<file path="src/rtl/pipe_ctrl_unit.sv">
// pipe_ctrl_unit
//   Pipelined RISC-V control unit. Decodes the D-stage instruction, holds the
//   ID/EX control register, and sequences optional RV32M operations through a
//   start/done handshake with an external multiply/divide unit. An illegal
//   instruction reaching E halts the core until reset.
//
// Ports
//   clk, rst            clock, synchronous active-high reset
//   instr_d, valid_d    D-stage instruction and its valid flag (0 = bubble)
//   stall_e, flush_e    hazard-unit controls for the E register (flush wins)
//   mdu_done            one-cycle pulse from the MDU: result ready
//   ImmSrcD             combinational immediate select for the D stage
//   *E outputs          registered E-stage control fields
//   mdu_start           one-cycle pulse launching the M op held in E
//   stall_req           freeze request for the PC and IF/ID register
//   done                sticky halt flag
//
// ALU_CTRL_W must be >= 3, and >= 4 when ENABLE_M = 1.
module pipe_ctrl_unit #(
    parameter int ENABLE_M   = 0,
    parameter int ALU_CTRL_W = 4
) (
    input  logic                  clk,
    input  logic                  rst,
    input  logic [31:0]           instr_d,
    input  logic                  valid_d,
    input  logic                  stall_e,
    input  logic                  flush_e,
    input  logic                  mdu_done,
    output logic [2:0]            ImmSrcD,
    output logic                  RegWriteE,
    output logic                  MemWriteE,
    output logic                  ALUSrcE,
    output logic                  JumpE,
    output logic                  JumpSelE,
    output logic [1:0]            ResultSrcE,
    output logic                  BeqE,
    output logic                  BneE,
    output logic                  BltE,
    output logic                  BgeE,
    output logic [ALU_CTRL_W-1:0] ALUControlE,
    output logic                  mdu_start,
    output logic                  stall_req,
    output logic                  done
);

    localparam logic [6:0] OP_LW   = 7'b0000011;
    localparam logic [6:0] OP_SW   = 7'b0100011;
    localparam logic [6:0] OP_R    = 7'b0110011;
    localparam logic [6:0] OP_B    = 7'b1100011;
    localparam logic [6:0] OP_I    = 7'b0010011;
    localparam logic [6:0] OP_JAL  = 7'b1101111;
    localparam logic [6:0] OP_JALR = 7'b1100111;
    localparam logic [6:0] OP_LUI  = 7'b0110111;

    localparam logic [3:0] ALU_ADD   = 4'd0;
    localparam logic [3:0] ALU_SUB   = 4'd1;
    localparam logic [3:0] ALU_AND   = 4'd2;
    localparam logic [3:0] ALU_OR    = 4'd3;
    localparam logic [3:0] ALU_PASSB = 4'd4;
    localparam logic [3:0] ALU_SLT   = 4'd5;
    localparam logic [3:0] ALU_XOR   = 4'd7;

    typedef enum logic [1:0] {RUN, MDU_WAIT, HALT} state_t;

    typedef struct packed {
        logic                  reg_write;
        logic                  mem_write;
        logic                  alu_src;
        logic                  jump;
        logic                  jump_sel;
        logic [1:0]            result_src;
        logic                  beq;
        logic                  bne;
        logic                  blt;
        logic                  bge;
        logic [ALU_CTRL_W-1:0] alu_ctrl;
        logic                  illegal;
        logic                  is_md;
    } ectl_t;

    // Narrow/widen a 4-bit ALU code to the configured control width.
    function automatic logic [ALU_CTRL_W-1:0] alu_code(input logic [3:0] code);
        return ALU_CTRL_W'(code);
    endfunction

    function automatic logic [3:0] ri_alu(input logic [2:0] f3, input logic sub);
        case (f3)
            3'b000:  ri_alu = sub ? ALU_SUB : ALU_ADD;
            3'b111:  ri_alu = ALU_AND;
            3'b110:  ri_alu = ALU_OR;
            3'b100:  ri_alu = ALU_XOR;
            3'b010:  ri_alu = ALU_SLT;
            default: ri_alu = ALU_ADD;
        endcase
    endfunction

    logic [6:0] op;
    logic [2:0] f3;
    logic [6:0] f7;
    logic       unused_instr_bits;

    assign op = instr_d[6:0];
    assign f3 = instr_d[14:12];
    assign f7 = instr_d[31:25];
    assign unused_instr_bits = ^{instr_d[24:15], instr_d[11:7]};

    ectl_t  dec;
    ectl_t  e_d, e_q;
    logic   start_d;
    logic   mdu_start_q;
    logic   done_q;
    state_t state_q;
    logic   halted;

    // D-stage decode. An illegal word decodes to a bubble with only the
    // illegal marker set, so it never carries write enables into E.
    always_comb begin
        dec     = '0;
        ImmSrcD = 3'd0;
        case (op)
            OP_LW: begin
                dec.reg_write  = 1'b1;
                dec.alu_src    = 1'b1;
                dec.result_src = 2'd1;
            end
            OP_SW: begin
                ImmSrcD       = 3'd1;
                dec.alu_src   = 1'b1;
                dec.mem_write = 1'b1;
            end
            OP_R: begin
                dec.reg_write = 1'b1;
                if (f7 == 7'b0000001) begin
                    if (ENABLE_M != 0) begin
                        dec.is_md = 1'b1;
                        case (f3)
                            3'b000:  dec.alu_ctrl = alu_code(4'd8);
                            3'b001:  dec.alu_ctrl = alu_code(4'd9);
                            3'b100:  dec.alu_ctrl = alu_code(4'd10);
                            3'b110:  dec.alu_ctrl = alu_code(4'd11);
                            default: dec.illegal  = 1'b1;
                        endcase
                    end else begin
                        dec.illegal = 1'b1;
                    end
                end else begin
                    dec.alu_ctrl = alu_code(ri_alu(f3, f7 == 7'b0100000));
                end
            end
            OP_B: begin
                ImmSrcD      = 3'd2;
                dec.alu_ctrl = alu_code(ALU_SUB);
                case (f3)
                    3'b000:  dec.beq     = 1'b1;
                    3'b001:  dec.bne     = 1'b1;
                    3'b100:  dec.blt     = 1'b1;
                    3'b101:  dec.bge     = 1'b1;
                    default: dec.illegal = 1'b1;
                endcase
            end
            OP_I: begin
                dec.reg_write = 1'b1;
                dec.alu_src   = 1'b1;
                dec.alu_ctrl  = alu_code(ri_alu(f3, 1'b0));
            end
            OP_JAL: begin
                ImmSrcD        = 3'd3;
                dec.reg_write  = 1'b1;
                dec.result_src = 2'd2;
                dec.jump       = 1'b1;
            end
            OP_JALR: begin
                dec.reg_write = 1'b1;
                dec.alu_src   = 1'b1;
                dec.jump      = 1'b1;
                dec.jump_sel  = 1'b1;
            end
            OP_LUI: begin
                ImmSrcD       = 3'd4;
                dec.reg_write = 1'b1;
                dec.alu_ctrl  = alu_code(ALU_PASSB);
            end
            default: dec.illegal = 1'b1;
        endcase
        if (!valid_d) begin
            dec = '0;
        end else if (dec.illegal) begin
            dec         = '0;
            dec.illegal = 1'b1;
        end
    end

    // Next E contents when the register is allowed to advance.
    always_comb begin
        e_d     = e_q;
        start_d = 1'b0;
        if (flush_e) begin
            e_d = '0;
        end else if (!stall_e) begin
            e_d     = dec;
            start_d = dec.is_md;
        end
    end

    // mdu_start_q marks the first cycle a fresh M op sits in E; a completed
    // M op held by stall_e afterwards does not set it again, so it is never
    // relaunched. The E register is held through the start cycle as well.
    always_ff @(posedge clk) begin
        if (rst) begin
            state_q     <= RUN;
            e_q         <= '0;
            mdu_start_q <= 1'b0;
            done_q      <= 1'b0;
        end else begin
            mdu_start_q <= 1'b0;
            case (state_q)
                RUN: begin
                    if (e_q.illegal) begin
                        state_q <= HALT;
                        done_q  <= 1'b1;
                    end else if (mdu_start_q && e_q.is_md) begin
                        state_q <= MDU_WAIT;
                    end else begin
                        e_q         <= e_d;
                        mdu_start_q <= start_d;
                    end
                end
                MDU_WAIT: begin
                    if (mdu_done) begin
                        state_q     <= RUN;
                        e_q         <= e_d;
                        mdu_start_q <= start_d;
                    end
                end
                HALT: begin
                    state_q <= HALT;
                end
                default: state_q <= RUN;
            endcase
        end
    end

    // The start cycle also stalls fetch: E is held, so D must not advance.
    always_comb begin
        case (state_q)
            RUN:      stall_req = mdu_start_q;
            MDU_WAIT: stall_req = ~mdu_done;
            HALT:     stall_req = 1'b1;
            default:  stall_req = 1'b0;
        endcase
    end

    assign halted      = (state_q == HALT);
    assign RegWriteE   = e_q.reg_write & ~halted;
    assign MemWriteE   = e_q.mem_write & ~halted;
    assign JumpE       = e_q.jump & ~halted;
    assign BeqE        = e_q.beq & ~halted;
    assign BneE        = e_q.bne & ~halted;
    assign BltE        = e_q.blt & ~halted;
    assign BgeE        = e_q.bge & ~halted;
    assign ALUSrcE     = e_q.alu_src;
    assign JumpSelE    = e_q.jump_sel;
    assign ResultSrcE  = e_q.result_src;
    assign ALUControlE = e_q.alu_ctrl;
    assign mdu_start   = mdu_start_q;
    assign done        = done_q;

endmodule
</file>
<file path="config.mk">
export PLATFORM = sky130hd
export DESIGN_NAME = pipe_ctrl_unit
export DESIGN_NICKNAME = d
export VERILOG_FILES = /design/src/rtl/pipe_ctrl_unit.sv
export SDC_FILE = /design/constraint.sdc
export NUM_CORES = 1
export LEC_CHECK = 0
export ABC_AREA = 0
export CAP_MARGIN = 20
export CORE_MARGIN = 2
export CORE_UTILIZATION = 40
export DETAILED_ROUTE_END_ITERATION = 10
export PLACE_DENSITY = 0.78
export SLEW_MARGIN = 10
export SYNTH_ARGS = -nofsm -noshare
export SYNTH_HDL_FRONTEND = slang
export SYNTH_SLANG_ARGS = --single-unit
</file>
<file path="constraint.sdc">
create_clock -name clk -period 2.2 [get_ports clk]
set_clock_uncertainty 0.15 [all_clocks]
set_input_delay 0.22 -clock clk [delete_from_list [all_inputs] [get_ports clk]]
set_output_delay 0.22 -clock clk [all_outputs]
set_load 0.005 [all_outputs]
</file>
# Word level (Yosys, flattened, before mapping)
# Index checks and enable logic that the tools add are counted.
dict set report word_totals {
  register_bits 21
  output_inout_bits 21
}
dict set report classes {
  n_eq_ne 22
  muxes 39
  bitwise_logic 9
  n_reduce_logical 13
}
# op count
set op_table {}
lappend op_table {{two-way mux 17 bit} 7}
lappend op_table {{case mux 17 bit (2 select lines)} 1}
lappend op_table {{equality test 7 x 6 -> 1 bit (second input constant)} 4}
lappend op_table {{case mux 3 bit (4 select lines)} 2}
lappend op_table {{equality test 7 bit (second input constant)} 3}
lappend op_table {{two-way mux 1 bit} 17}
lappend op_table {{case mux 4 bit (4 select lines)} 1}
lappend op_table {{case mux 3 bit (5 select lines)} 1}
lappend op_table {{equality test 3 bit (second input constant)} 4}
lappend op_table {{OR reduction 6 bit} 2}
lappend op_table {{two-way mux 4 bit} 2}
lappend op_table {{OR reduction 4 bit} 2}
lappend op_table {{bitwise AND 1 bit} 7}
lappend op_table {{equality test 7 x 1 -> 1 bit (second input constant)} 1}
lappend op_table {{equality test 7 x 2 -> 1 bit (second input constant)} 1}
lappend op_table {{equality test 7 x 5 -> 1 bit (second input constant)} 1}
lappend op_table {{two-way mux 2 bit} 3}
lappend op_table {{inequality test 2 bit (second input constant)} 3}
lappend op_table {{case mux 1 bit (3 select lines)} 2}
lappend op_table {{case mux 2 bit (3 select lines)} 1}
lappend op_table {{AND reduction 2 bit} 3}
lappend op_table {{case mux 2 bit (2 select lines)} 1}
lappend op_table {{AND reduction 4 bit} 1}
lappend op_table {{equality test 3 x 1 -> 1 bit (second input constant)} 1}
lappend op_table {{other kinds (11)} 12}

# Logic depth before layout (Yosys ltp)
# Gate-level depths: netlist of run 1.
dict set report logic_depth {
  depth_word 12
  depth_mapped 7
}

# Worst setup path before layout of run 1
# Ideal clock, no wire load.
dict set report synth_path {
  kind {flip-flop to flip-flop}
  start {register state_q[1]}
  end {register e_q (netlist bit JumpSelE)}
  setup_time_ps 70
  arrival_ps 1715
  required_time_ps 1980
  slack_ps 264
  stages_incl_launch_ff 8
  n_path_buf 0
  synth_period_minus_slack_ps 1936
  cell_sequence {dfxtp_1 -> inv_1 -> ha_1 -> mux2_2 -> and3_1 -> nand3_1 -> or4b_1 -> a21oi_1}
}
dict set report synth_between {
  elab_chain_cells 3
}
# item line_no
set synth_lines {}
lappend synth_lines {{from (decl)} 113} ;# state_t state_q;
lappend synth_lines {{from (signal assigned)} 211} ;# state_q <= RUN;
lappend synth_lines {{from (signal assigned)} 220} ;# state_q <= HALT;
lappend synth_lines {{from (signal assigned)} 223} ;# state_q <= MDU_WAIT;
lappend synth_lines {{equality test 2 x 1 -> 1 bit / logical NOT 2 bit (equally long branches)} 217} ;# case (state_q)
lappend synth_lines {{inequality test 2 bit (no line) / nonzero test 2 bit (equally long branches)} -}
lappend synth_lines {{AND reduction 4 bit (no line)} -}
lappend synth_lines {{to (signal assigned)} 212} ;# e_q <= '0;
lappend synth_lines {{to (signal assigned)} 225} ;# e_q <= e_d;
lappend synth_lines {{to (signal assigned)} 232} ;# e_q <= e_d;
lappend synth_lines {{to (decl)} 109} ;# ectl_t e_d, e_q;
# Several ways; a longest one is shown, not always the timed one.
# A chain may end at the register's enable or synchronous reset.

# Worst setup path after layout of run 1
# Ends and elaborated chain as after synthesis.

==> run summary, run 1 <==
outcome: finished, violations left
failing checks: design-rule violations
Layout area overhead: 53.98%
Clk Latency, worst-skew pair: 0.29 ns
layout cells sized above 1: 0.1991
clk buf depth: 2
sequential area share after synthesis: 0.3187
Post-synth EDFFs: 0
Synth Register Bits: 19
Worst setup SP type: register
initial antenna violation count: 0
die area: 0.003437 sq mm
clk sinks: 19
# hold bufs at CTS: 0
Hold Violations, Final: 0
post-synth cell types: 41
Worst-path clk slew: 0.11 ns
antenna cells: 0
H-tree levels: 1
DIE HEIGHT: 58.63 microns
Finished Cell Area: 0.001838 sq mm
Max Cap Viol: 0
Setup CP Type: reg2reg
clock root buffer: clkbuf_4
GPL Wtd Cong: 0.9016
Fmax: 462.4 MHz
setup ws final: 0.03725 ns
Hold Crit Class: reg2reg
Leakage Power: 0.7208 nW
Data required, critical path: 2.28 ns
DRC violations left: 3
CTS tree: built
Routed wire per std cell: 14.49 microns
grt ovf: 0
pre-CTS WS: -0.1701 ns
Post-synth ARST share: 0
Layout Utilization: 0.6552
hold path depth: 2
Cells after Synth: 151
hpwl dp: 2832 microns
min cycle time layout: 2.163 ns
final setup violation count: 0
Die W: 58.63 microns
drt total wl: 3507 microns
dpl cell area: 0.001775 sq mm
worst vdd ir: 0.1746 mV
IO Port Bufs: 42
synthesized area per cell: 7.905 sq um
most frequent cells in the layout: clkdlybuf4s50_1 (37), buf_4 (26), nand2_1 (20), dfxtp_1 (19)
CP Max Fanout: 4
drt first pass iters: 7
1st-iter DRT viols: 41
FP Rows: 19
commonest non-fill, non-tap cell in the layout: clkdlybuf4s50_1
Worst setup EP type: register
CTS buffer count: 3
NumNets Final: 253
I/O pin total: 59
Main synth FF type: dfxtp_1
data arrival time of the worst path: 2.24 ns
largest net degree at the start of global routing: 11
Slowest Stage Delay on Critical Path: 0.52 ns
Min Hold Slack: 0.3058 ns
Core Footprint: 0.002805 sq mm
crit-path cells: inv_1 -> ha_1 -> mux2_2 -> and3_4 -> nand3_2 -> or4b_1 -> a21oi_1
Mapped Nets: 192
Vias/cell: 5.566
slowest library cell on the worst path: or4b_1
starting density of the core: 0.4255
Yosys warning count: 0
worst r2r path cells: 7
Routed Antenna Nets: 0
Slew Limit Fails: 0
final worst-path cycle share: 0.9831
first-pass GRT wire length: 5616 microns
Post-CTS Setup Bufs: 0
Power per Cell Area: 410.5 mW/mm^2
Pwr Total: 0.7545 mW
number of global-route vias before repair: 1,222
vias: 1,347
Netlist Area Pre-Place: 0.001194 sq mm
RSZ-0062 raised after global routing: true
global-route total usage across every layer: 0.2101
## report_power, final
group	internal, mW	switching [mW]	leakage [nW]
registers	0.351	0.00476	0.153
logic	0.108	0.113	0.552
clock network	0.0705	0.106	0.0150
total	0.530	0.224	0.721
## sequential cells by signal, summed over array words and instances, names as in the netlist
| name | cells |
|---|---|
| ResultSrcE | 2 |
| state_q | 2 |
| ALUControlE | 4 |
| done | 1 |
| ALUSrcE | 1 |
| e_q | 8 |
| JumpSelE | 1 |
## per-layer routing
metal	global-route usage	vias to the layer above	part of all wire
met5	0	-	0
met3	0.01538	6	0.031
met1	0.2622	636	0.41
met4	0.06494	0	0.014
met2	0.3836	42	0.55
li1	-	663	-
## cell type report
type,count,area [sq um]
repair buffers,68,613.1
inverters,5,18.77
clock buffers,4,26.28
multi-input cells,115,760.7
fillers,251,967.2
flip-flops and latches,19,380.4
well taps,31,38.79
## through the flow
step | setup TNS [ns] | std cells
finish | 0 | 242
detailed placement | -0.6570 | 238
global route | -0.06036 | 242
CTS | 0 | 242
global placement | -0.3225 | 238
floorplan | 0 | 151
## Yosys cell counts (all sizes together) (2+ instances only)
cell type / n / area [sq um]
a211oi: 2 / 15.01
nand3: 5 / 25.02
nand4b: 2 / 17.52
clkbuf: 5 / 20.01
a21oi: 9 / 45.04
ha: 3 / 37.54
nor3: 3 / 15.01
buf: 7 / 52.55
a22o: 3 / 26.28
inv: 5 / 18.77
or4b: 3 / 30.03
nand2: 21 / 78.83
nand2b: 2 / 12.51
nand4: 4 / 25.02
nor2: 7 / 26.28
or4: 2 / 15.01
nor2b: 14 / 90.09
nor4b: 2 / 32.53
and3: 3 / 18.77
nor4: 2 / 12.51
a221oi: 2 / 17.52
and2: 3 / 21.27
o21ai: 11 / 55.05
dfxtp: 19 / 380.4
## cells by family (layout without fill, tap and decap cells)
kind of cell             count (synthesis)  in the layout  synth area share
AO/OA/AOI/OAI                           34             34            0.1824
XOR/XNOR                                 1              1          0.007339
adder cells (fa/ha/maj)                  3              3           0.03145
buffers and inverters                   17             77           0.07651
flip-flops                              19             19            0.3187
multiplexers                             1              1          0.009433
other                                    1              1          0.003142
AND/OR/NAND/NOR                         75             75            0.3711
## path summary, 6_finish.rpt
| check | endpoint | startpoint | slack [ns] |
|---|---|---|---|
| hold / removal | e_q[16]$_SDFFE_PP0P_ | e_q[16]$_SDFFE_PP0P_ | 0.31 |
| setup / recovery | JumpSelE$_SDFFE_PP0P_ | state_q[1]$_SDFFE_PP0P_ | 0.04 |
| setup reg to reg | JumpSelE$_SDFFE_PP0P_ | state_q[1]$_SDFFE_PP0P_ | 0.04 |
| hold reg to reg | e_q[16]$_SDFFE_PP0P_ | e_q[16]$_SDFFE_PP0P_ | 0.31 |
## what timing repair did
action	in CTS	in global routing
pin swaps	0	1
endpoints found under the setup margin	3	4
gates resized for setup	9	6
## critical path, delay by kind of cell (launching register included)
| family | cells | cell delay, ns |
|---|---|---|
| and+or+nand+nor | 3 | 0.82 |
| DFF | 1 | 0.37 |
| muxes | 1 | 0.27 |
| adders and majority gates | 1 | 0.23 |
| AOI/OAI and AO/OA | 1 | 0.18 |
| buffers and inverters | 1 | 0.08 |
No activity file was read; power rests on OpenSTA's default activity.
==> run 2, diff against run 1 <==
- PLACE_DENSITY: 0.78 -> not set
- PLACE_DENSITY_LB_ADDON: not set -> 0.08
==> run 2 against run 1 <==
Effect of this change: the flow still finishes with violations (design-rule violations); clock-buffer cell count is 1 lower; via count is 2.2% lower; largest power group unchanged; design area grew 0.68%; critical path type is now in2out; non-clock buffer count did not move; utilization grew 0.45 points; power up 1.8%.
==> run summary, run 2 (synthesis results as in run 1) <==
outcome: finished, violations left
failing checks: design-rule violations
grt ovf: 0
clk buf depth: 2
vias: 1,317
pre-CTS WS: -0.1624 ns
Worst-path clk slew: 0.11 ns
Slew Limit Fails: 0
Clk Latency, worst-skew pair: 0.30 ns
Layout Utilization: 0.6597
Fmax: 471.4 MHz
GPL Wtd Cong: 0.8507
Core Footprint: 0.002805 sq mm
I/O pin total: 59
Leakage Power: 0.7279 nW
most frequent cells in the layout: clkdlybuf4s50_1 (38), buf_4 (26), nand2_1 (19), dfxtp_1 (18)
clk sinks: 19
Pwr Total: 0.7681 mW
largest net degree at the start of global routing: 12
CTS buffer count: 3
clock power share: 0.242
DRC violations left: 2
Hold Violations, Final: 0
CTS tree: built
Min Hold Slack: 0.2672 ns
die area: 0.003437 sq mm
layout cells sized above 1: 0.2275
IO Port Bufs: 42
RSZ-0062 raised after global routing: false
Layout area overhead: 55.03%
min cycle time layout: 2.121 ns
worst vdd ir: 0.2606 mV
NumNets Final: 253
switching part of the total: 0.3054
Power per Cell Area: 415.1 mW/mm^2
CP Max Fanout: 5
max reg flops: 8
hpwl dp: 2672 microns
setup_tns: 0 ns
Gate power share: 0.293
global-route total usage across every layer: 0.1999
# hold bufs at CTS: 0
setup ws final: 0.07874 ns
Max Cap Viol: 0
FP Rows: 19
Data required, critical path: 1.83 ns
drt total wl: 3253 microns
FILL cells: 261
starting density of the core: 0.4255
Biggest register: e_q
first-pass GRT wire length: 5319 microns
antenna cells: 0
Die W: 58.63 microns
final setup violation count: 0
Psw: 0.2346 mW
1st-iter DRT viols: 55
Hold Crit Class: in2reg
H-tree levels: 1
data arrival time of the worst path: 1.75 ns
clock root buffer: clkbuf_4
commonest non-fill, non-tap cell in the layout: clkdlybuf4s50_1
final worst-path cycle share: 0.9642
Worst setup SP type: input pin
drt first pass iters: 7
Worst setup EP type: output pin
initial antenna violation count: 0
Vias/cell: 5.442
P_int: 0.5336 mW
Seq pwr share: 0.465
number of global-route vias before repair: 1,283
Setup CP Type: in2out
DIE HEIGHT: 58.63 microns
Routed wire per std cell: 13.44 microns
Routed Antenna Nets: 0
run 2: changes by cell type in the layout (fill, tap and decap cells not counted), sizes merged:
cell           change
dlygate4sd2        -2
clkbuf             -1
clkdlybuf4s50      +1
clkinv             +1
dlymetal6s2s       +1
run 2: final cells by class:
| type | instances | area [sq um] | area share |
|---|---|---|---|
| multi-input combinational | 115 | 765.7 | 0.4138 |
| timing repair buffer | 68 | 618.1 | 0.3340 |
| sequential | 19 | 381.6 | 0.2062 |
| tap | 31 | 38.79 | 0.02096 |
| clock buffer | 3 | 22.52 | 0.01217 |
| inverter | 5 | 18.77 | 0.01014 |
| clock inverter | 1 | 5.005 | 0.002705 |
run 2: layer usage:
layer | vias to the layer above | share of wire | routed length (microns) | global-route usage
met4 | 0 | 0.017 | 55 | 0.07468
met5 | - | 0 | 0 | 0
li1 | 663 | - | - | -
met1 | 600 | 0.45 | 1449 | 0.2510
met2 | 46 | 0.48 | 1570 | 0.3435
met3 | 8 | 0.054 | 177 | 0.03297
run 2: per-stage QoR:
| stage | instance area [sq um] | cells |
|---|---|---|
| after global routing | 1851 | 242 |
| after detailed placement | 1768 | 237 |
| after floorplan | 1194 | 151 |
| after global placement | 1768 | 237 |
| after CTS | 1808 | 241 |
| final | 1851 | 242 |
run 2: worst paths after layout:
path / from / endpoint / slack, ns / cells after the start
max: instr_d[1] / ImmSrcD[0] / 0.08 / 7
max reg2reg: state_q[0]$_SDFFE_PP0P_ / JumpSelE$_SDFFE_PP0P_ / 0.16 / 7
min reg2reg: done$_SDFFE_PP0P_ / done$_SDFFE_PP0P_ / 0.31 / 2
min: instr_d[5] / ResultSrcE[0]$_SDFFE_PP0P_ / 0.27 / 4
run 2: critical path: stages:
cell	delay, ns
clkdlybuf4s50_1	0.49
nand2_2	0.10
buf_4	0.15
nor2b_2	0.14
nand2_2	0.08
nand2_1	0.07
clkdlybuf4s50_1	0.50
run 2: power groups by stage:
stage	Combinational (mW)	Sequential (mW)	Clock, mW
after detailed placement	0.211	0.364	0
after global routing	0.248	0.358	0.203
after floorplan	0.103	0.363	0
final	0.225	0.357	0.186
after CTS	0.213	0.356	0.190
after global placement	0.204	0.364	0
run 2: what timing repair did:
item,in CTS,in global routing
gates resized for setup,6,12
cloned,0,0
endpoints found under the setup margin,2,9
pin swaps,2,3
setup buffers,0,1
